**src/rtl/prefix_subtractor_pipe.sv**
```systemverilog
// prefix_subtractor_pipe: two-stage Kogge-Stone subtractor (a - b - bin) with valid/ready flow control
module prefix_subtractor_pipe #(
  parameter int WIDTH = 8
) (
  input  logic             clk,
  input  logic             rst_n,
  input  logic             in_valid,
  output logic             in_ready,
  input  logic [WIDTH-1:0] a,
  input  logic [WIDTH-1:0] b,
  input  logic             bin,
  output logic             out_valid,
  input  logic             out_ready,
  output logic [WIDTH-1:0] diff,
  output logic             bout,
  output logic             ovf
);
  localparam int L  = $clog2(WIDTH);
  localparam int L1 = (L + 1) / 2;
  logic s1_valid, s2_valid, s1_adv, s2_adv;
  logic [WIDTH-1:0] g_r, p_r, x_r;
  logic c0_r, am_r, nbm_r;
  logic [WIDTH-1:0] gt [0:L];
  logic [WIDTH-1:0] pt [0:L];
  logic [WIDTH-1:0] gq [0:L-1];
  logic [WIDTH-1:0] pq [0:L-1];
  logic [WIDTH:0]   c;
  logic [WIDTH-1:0] diff_n;
  assign s2_adv    = !s2_valid || out_ready;
  assign s1_adv    = !s1_valid || s2_adv;
  assign in_ready  = s1_adv;
  assign out_valid = s2_valid;
  assign gt[0] = a & ~b;
  assign pt[0] = a ^ ~b;
  // levels below L1 see the live operands, the rest see the stage-1 registers
  for (genvar k = 0; k < L; k++) begin : g_lvl
    localparam int S = 1 << k;
    assign gq[k] = (k == L1) ? g_r : gt[k];
    assign pq[k] = (k == L1) ? p_r : pt[k];
    assign gt[k+1] = gq[k] | (pq[k] & (gq[k] << S));
    assign pt[k+1] = pq[k] & ((pq[k] << S) | ~({WIDTH{1'b1}} << S));
  end
  assign c      = {gt[L] | (pt[L] & {WIDTH{c0_r}}), c0_r};
  assign diff_n = x_r ^ c[WIDTH-1:0];
  always_ff @(posedge clk or negedge rst_n) begin
    if (!rst_n) begin
      s1_valid <= 1'b0;
      s2_valid <= 1'b0;
      g_r      <= '0;
      p_r      <= '0;
      x_r      <= '0;
      c0_r     <= 1'b0;
      am_r     <= 1'b0;
      nbm_r    <= 1'b0;
      diff     <= '0;
      bout     <= 1'b0;
      ovf      <= 1'b0;
    end else begin
      if (s1_adv) s1_valid <= in_valid;
      if (s2_adv) s2_valid <= s1_valid;
      if (s1_adv && in_valid) begin
        g_r   <= gt[L1];
        p_r   <= pt[L1];
        x_r   <= pt[0];
        c0_r  <= ~bin;
        am_r  <= a[WIDTH-1];
        nbm_r <= ~b[WIDTH-1];
      end
      if (s2_adv && s1_valid) begin
        diff <= diff_n;
        bout <= ~c[WIDTH];
        ovf  <= (am_r == nbm_r) && (diff_n[WIDTH-1] != am_r);
      end
    end
  end
endmodule

```
**config.mk**
```make
export PLATFORM = sky130hd
export DESIGN_NAME = prefix_subtractor_pipe
export DESIGN_NICKNAME = d
export VERILOG_FILES = /design/src/rtl/prefix_subtractor_pipe.sv
export SDC_FILE = /design/constraint.sdc
export NUM_CORES = 1
export LEC_CHECK = 0
export CORE_MARGIN = 3
export CORE_UTILIZATION = 45
export CTS_CLUSTER_DIAMETER = 200
export DETAILED_ROUTE_END_ITERATION = 8
export MAX_ROUTING_LAYER = met4
export PLACE_DENSITY = 0.71
export SKIP_CTS_REPAIR_TIMING = 1
export SYNTH_ARGS = -nofsm -noshare
export SYNTH_HDL_FRONTEND = slang
export SYNTH_SLANG_ARGS = --single-unit
```
**constraint.sdc**
```tcl
create_clock -name clk -period 3.05 [get_ports clk]
set_clock_uncertainty 0.15 [all_clocks]
set_input_delay 0.61 -clock clk [delete_from_list [all_inputs] [get_ports clk]]
set_output_delay 0.61 -clock clk [all_outputs]
set_load 0.02 [all_outputs]
```
After elaboration in Yosys (flattened, before gate mapping) --
Index checks and enable logic that the tools add are counted.
Word-level totals: output and inout port bits 12, bits of input ports 21, register bits after elaboration 39
Cells by class: bitwise gates (word level) 18, reductions and logical operators 7, equal/unequal tests 2
Operator list (count):
- 8-bit bitwise AND | 8
- 8-bit OR | 4
- 8-bit bitwise XOR | 2
- 8-bit NOT | 1
- 1-bit logical AND | 3
- 1-bit NOT | 3
- 1-bit zero test | 2
- 1-bit logical OR | 2
- 1-bit == test | 1
- 1-bit != test | 1

Depth between registers and ports, before layout --
depth in word-level cells 6, depth in mapped cells 6, depth with buffers taken out 6

Least setup slack after synthesis --
No wires, ideal clock.
path kind in2reg, start input port out_ready, end register x_r[7], path buffers 1, arrival 1.502 ns, stages on the path 4, data required time 2.773 ns, library setup time 0.127 ns, slack 1.271 ns, cells stage by stage nand3b_2 > nand2_2 > buf_6 > mux2_1
On the way: longest elaborated chain between the ends 3
Ends and longest elaborated chain:
- start: declaration | RTL line 13 | input logic out_ready,
- 1-bit logical OR | RTL line 29 | assign s2_adv = !s2_valid || out_ready;
- 1-bit logical OR | RTL line 30 | assign s1_adv = !s1_valid || s2_adv;
- 1-bit logical AND | RTL line 61 | if (s1_adv && in_valid) begin
- end signal: assignment | RTL line 64 | x_r <= pt[0];
- end: declaration | RTL line 21 | logic [WIDTH-1:0] g_r, p_r, x_r;
Every way passes these cells. A chain may end at the register's enable or synchronous reset.

Worst setup path after layout --
start input port out_ready, end output port in_ready
On the way: longest elaborated chain between the ends 2
Ends and longest elaborated chain:
- 1-bit logical OR | RTL line 29
- 1-bit logical OR | RTL line 30
- end: declaration | RTL line 8 | output logic in_ready,
Every way passes these cells.

==> flow_summary_export.csv <==
group,metric,value,unit
outcome,status,"finished clean",
routing,ant_nets,0,
floorplanning,dieArea,4830,µm²
timing,post-route-period-util,85.1,%
floorplanning,rows,22,
final_layout,mostFrequentLayoutCells,"dfrtp_1 (38), clkdlybuf4s50_1 (32), nand2_1 (28)",
routing,vias,1314,
job,maxCapViolCount,0,
floorplanning,die_y,69.5,µm
floorplanning,ios,33,
final_layout,syn_to_final_growth,24.9,%
synthesis,yosysWarnings,0,
global_routing,antenna_found_initial,0,
critical_path,path_cells,"clkdlybuf4s50_1 -> nand3b_2 -> clkdlybuf4s50_1",
clocking,clk-insertion-delay-late,280,ps
clocking,cts_buffers,5,
critical_path,cpPeakStageDelay,620,ps
pwr,p_int,981,µW
routing,vias_per_cell,5.15,
synthesis,syn-cell-area,1810,µm²
pwr,clkPwrFrac,23.3,%
critical_path,start_kind,"primary input",
synthesis,yosysSeqAreaShare,52.4,%
pwr,swShare,30.2,%
final_layout,layout_commonest_cell,"dfrtp_1",
timing,tns,0,ps
global_routing,grtUsageTotal,16.6,%
routing,routedWlPerCell,13.3,µm
final_layout,stdcell_count,255,
global_routing,grt_max_degree,39,
global_routing,grt_pass1_vias,1357,
timing,hold_viol,0,
routing,drt_iter0_drc,77,
place,portBuffers,32,
global_routing,grt_overflow,0,
pwr,combPwrFrac,29.0,%
floorplanning,core-area,3770,µm²
place,pre_cts_ws,460,ps
place,gp_congestion,0.758,
timing,clock.fmax,385,MHz
timing,rsz0062_at_grt,"false",
clocking,clk_pin_slew_worst_paths,60,ps
critical_path,worstReg2RegStart,"s1_valid$_DFFE_PN0P_",
critical_path,rrSetupSlack,1350,ps
critical_path,timing.rr.end,"am_r$_DFFE_PN0P_",
pwr,peakVddDrop,0.220,mV
critical_path,endpoint_kind,"primary output",
place,hpwl,2.58,mm
critical_path,slowest_stage,"clkdlybuf4s50_1",
final_layout,num_antenna_cells,0,
timing,setup_viol,0,
worst_hold_path,hold_class,"register to register",
timing,worst_pin_slew,644,ps
synthesis,ys_ff_latch,38,
routing,dr.pass1.iters,4,
final_layout,final_util,60.1,%
floorplanning,start_util,48.1,%
timing,slew_headroom,56.9,%
pwr,power_density,620,nW/µm²
critical_path,crit_top_cell,"clkdlybuf4s50_1",
clocking,clk_path_buf_depth,2,
final_layout,drive_gt1_share,7.25,%
clocking,cts_tree,"built",
pwr,power_leakage,0.00107,µW
clocking,htreeDepth,2,
clocking,clockRootBuffer,"clkbuf_8",
critical_path,cp_data_required_time,2290,ps
critical_path,worstSetupStartpoint,"out_ready",
place,dpl.cell_count,249,
timing,timing.final.ws_setup,456,ps
critical_path,critPathCapture,"in_ready",
critical_path,critical_path_class,"primary input to primary output",
timing,period_minus_slack,2590,ps
pwr,sequentialPowerShare,47.6,%
pwr,power.switching,424,µW
floorplanning,chipWidth,69.5,µm
timing,fin_hold_ws,312,ps
routing,drc_errors,0,
synthesis,avgSynthCellArea,10.6,µm²
global_routing,grt_pass1_wl,6.21,mm
synthesis,synthesis.nets,201,
clocking,clkSinkCount,38,
synthesis,synth.distinct_cells,30,
routing,wl,3.40,mm
synthesis,syn_inst,171,
critical_path,crit_arrival,1830,ps
final_layout,nets,238,
critical_path,crit_fanout,3,
timing,finalMaxSlewViolations,0,
critical_path,r2r_cells,3,
-- stage by stage --
step / total power, µW / cell area, µm²
after floorplan: 903 / 1810
after global placement: 1070 / 2180
after detailed placement: 1090 / 2180
after CTS: 1420 / 2270
after global routing: 1500 / 2270
final: 1410 / 2270
-- synthesized netlist by cell type (all sizes together) --
library cell / instances / area, µm²
a21oi: 10 / 53.8
nand3b: 1 / 11.3
dfrtp: 38 / 951
xor2: 5 / 43.8
inv: 9 / 33.8
nand2b: 3 / 18.8
a211o: 1 / 8.76
buf: 5 / 33.8
ha: 9 / 113
nand4: 3 / 18.8
nand3: 3 / 20.0
mux2: 12 / 135
or3: 1 / 6.26
a21o: 9 / 67.6
xnor2: 2 / 17.5
o2111ai: 1 / 8.76
o31ai: 3 / 22.5
nor2: 3 / 11.3
and3b: 1 / 8.76
nor3b: 1 / 7.51
nor2b: 1 / 6.26
nand2: 29 / 111
o21ai: 21 / 105
-- registers in the layout (all words and copies together) (netlist names) --
register   cells
am_r           1
bout           1
c0_r           1
diff           8
g_r            8
nbm_r          1
out_valid      1
ovf            1
p_r            8
s1_valid       1
x_r            7
-- critical path: cells and delay by family --
kind / cells / cell delay, ps
buffers and inverters: 2 / 1080
AND/OR/NAND/NOR: 1 / 140
-- how the worst min path moves through the flow --
stage	slack, ps	depth (start not counted)	startpoint	end
final	310	1	g_r[7]$_DFFE_PN0P_	bout$_DFFE_PN0P_
after global routing	320	1	g_r[7]$_DFFE_PN0P_	bout$_DFFE_PN0P_
after CTS	310	1	g_r[7]$_DFFE_PN0P_	bout$_DFFE_PN0P_
after detailed placement	300	1	g_r[7]$_DFFE_PN0P_	bout$_DFFE_PN0P_
after global placement	290	1	g_r[7]$_DFFE_PN0P_	bout$_DFFE_PN0P_
after floorplan	160	0	rst_n	am_r$_DFFE_PN0P_
-- logic make-up after synthesis --
family	count (synthesis)	share of synthesized area, %
AND/OR/NAND/NOR	46	12.1
AO/OA/AOI/OAI	45	14.7
flip-flops	38	52.4
buffers and inverters	14	3.72
multiplexers	12	7.45
adder cells (fa/ha/maj)	9	6.21
XOR/XNOR	7	3.38
-- power by group through the flow --
stage	registers, µW	clock network [µW]	logic [µW]
2_1_floorplan	724	0	180
3_5_place_dp	680	0	414
4_1_cts	670	336	415
5_1_grt	686	359	453
3_3_place_gp	670	0	403
6_report	669	328	408
-- layer usage --
metal / vias to the layer above / track usage (%) / routed length, µm
li1: 665 / - / -
met3: 8 / 2.75 / 125
met1: 606 / 21.5 / 1570
met5: - / - / 0
met2: 35 / 25.1 / 1630
met4: 0 / 8.68 / 84
-- area by class of cell --
type / instances / area [µm²]
clock buffers: 6 / 82.6
flip-flops and latches: 38 / 951
well taps: 48 / 60.1
fillers: 314 / 1510
repair buffers: 35 / 343
multi-input cells: 119 / 796
inverters: 9 / 33.8
No activity file was read; power rests on OpenSTA's default activity.
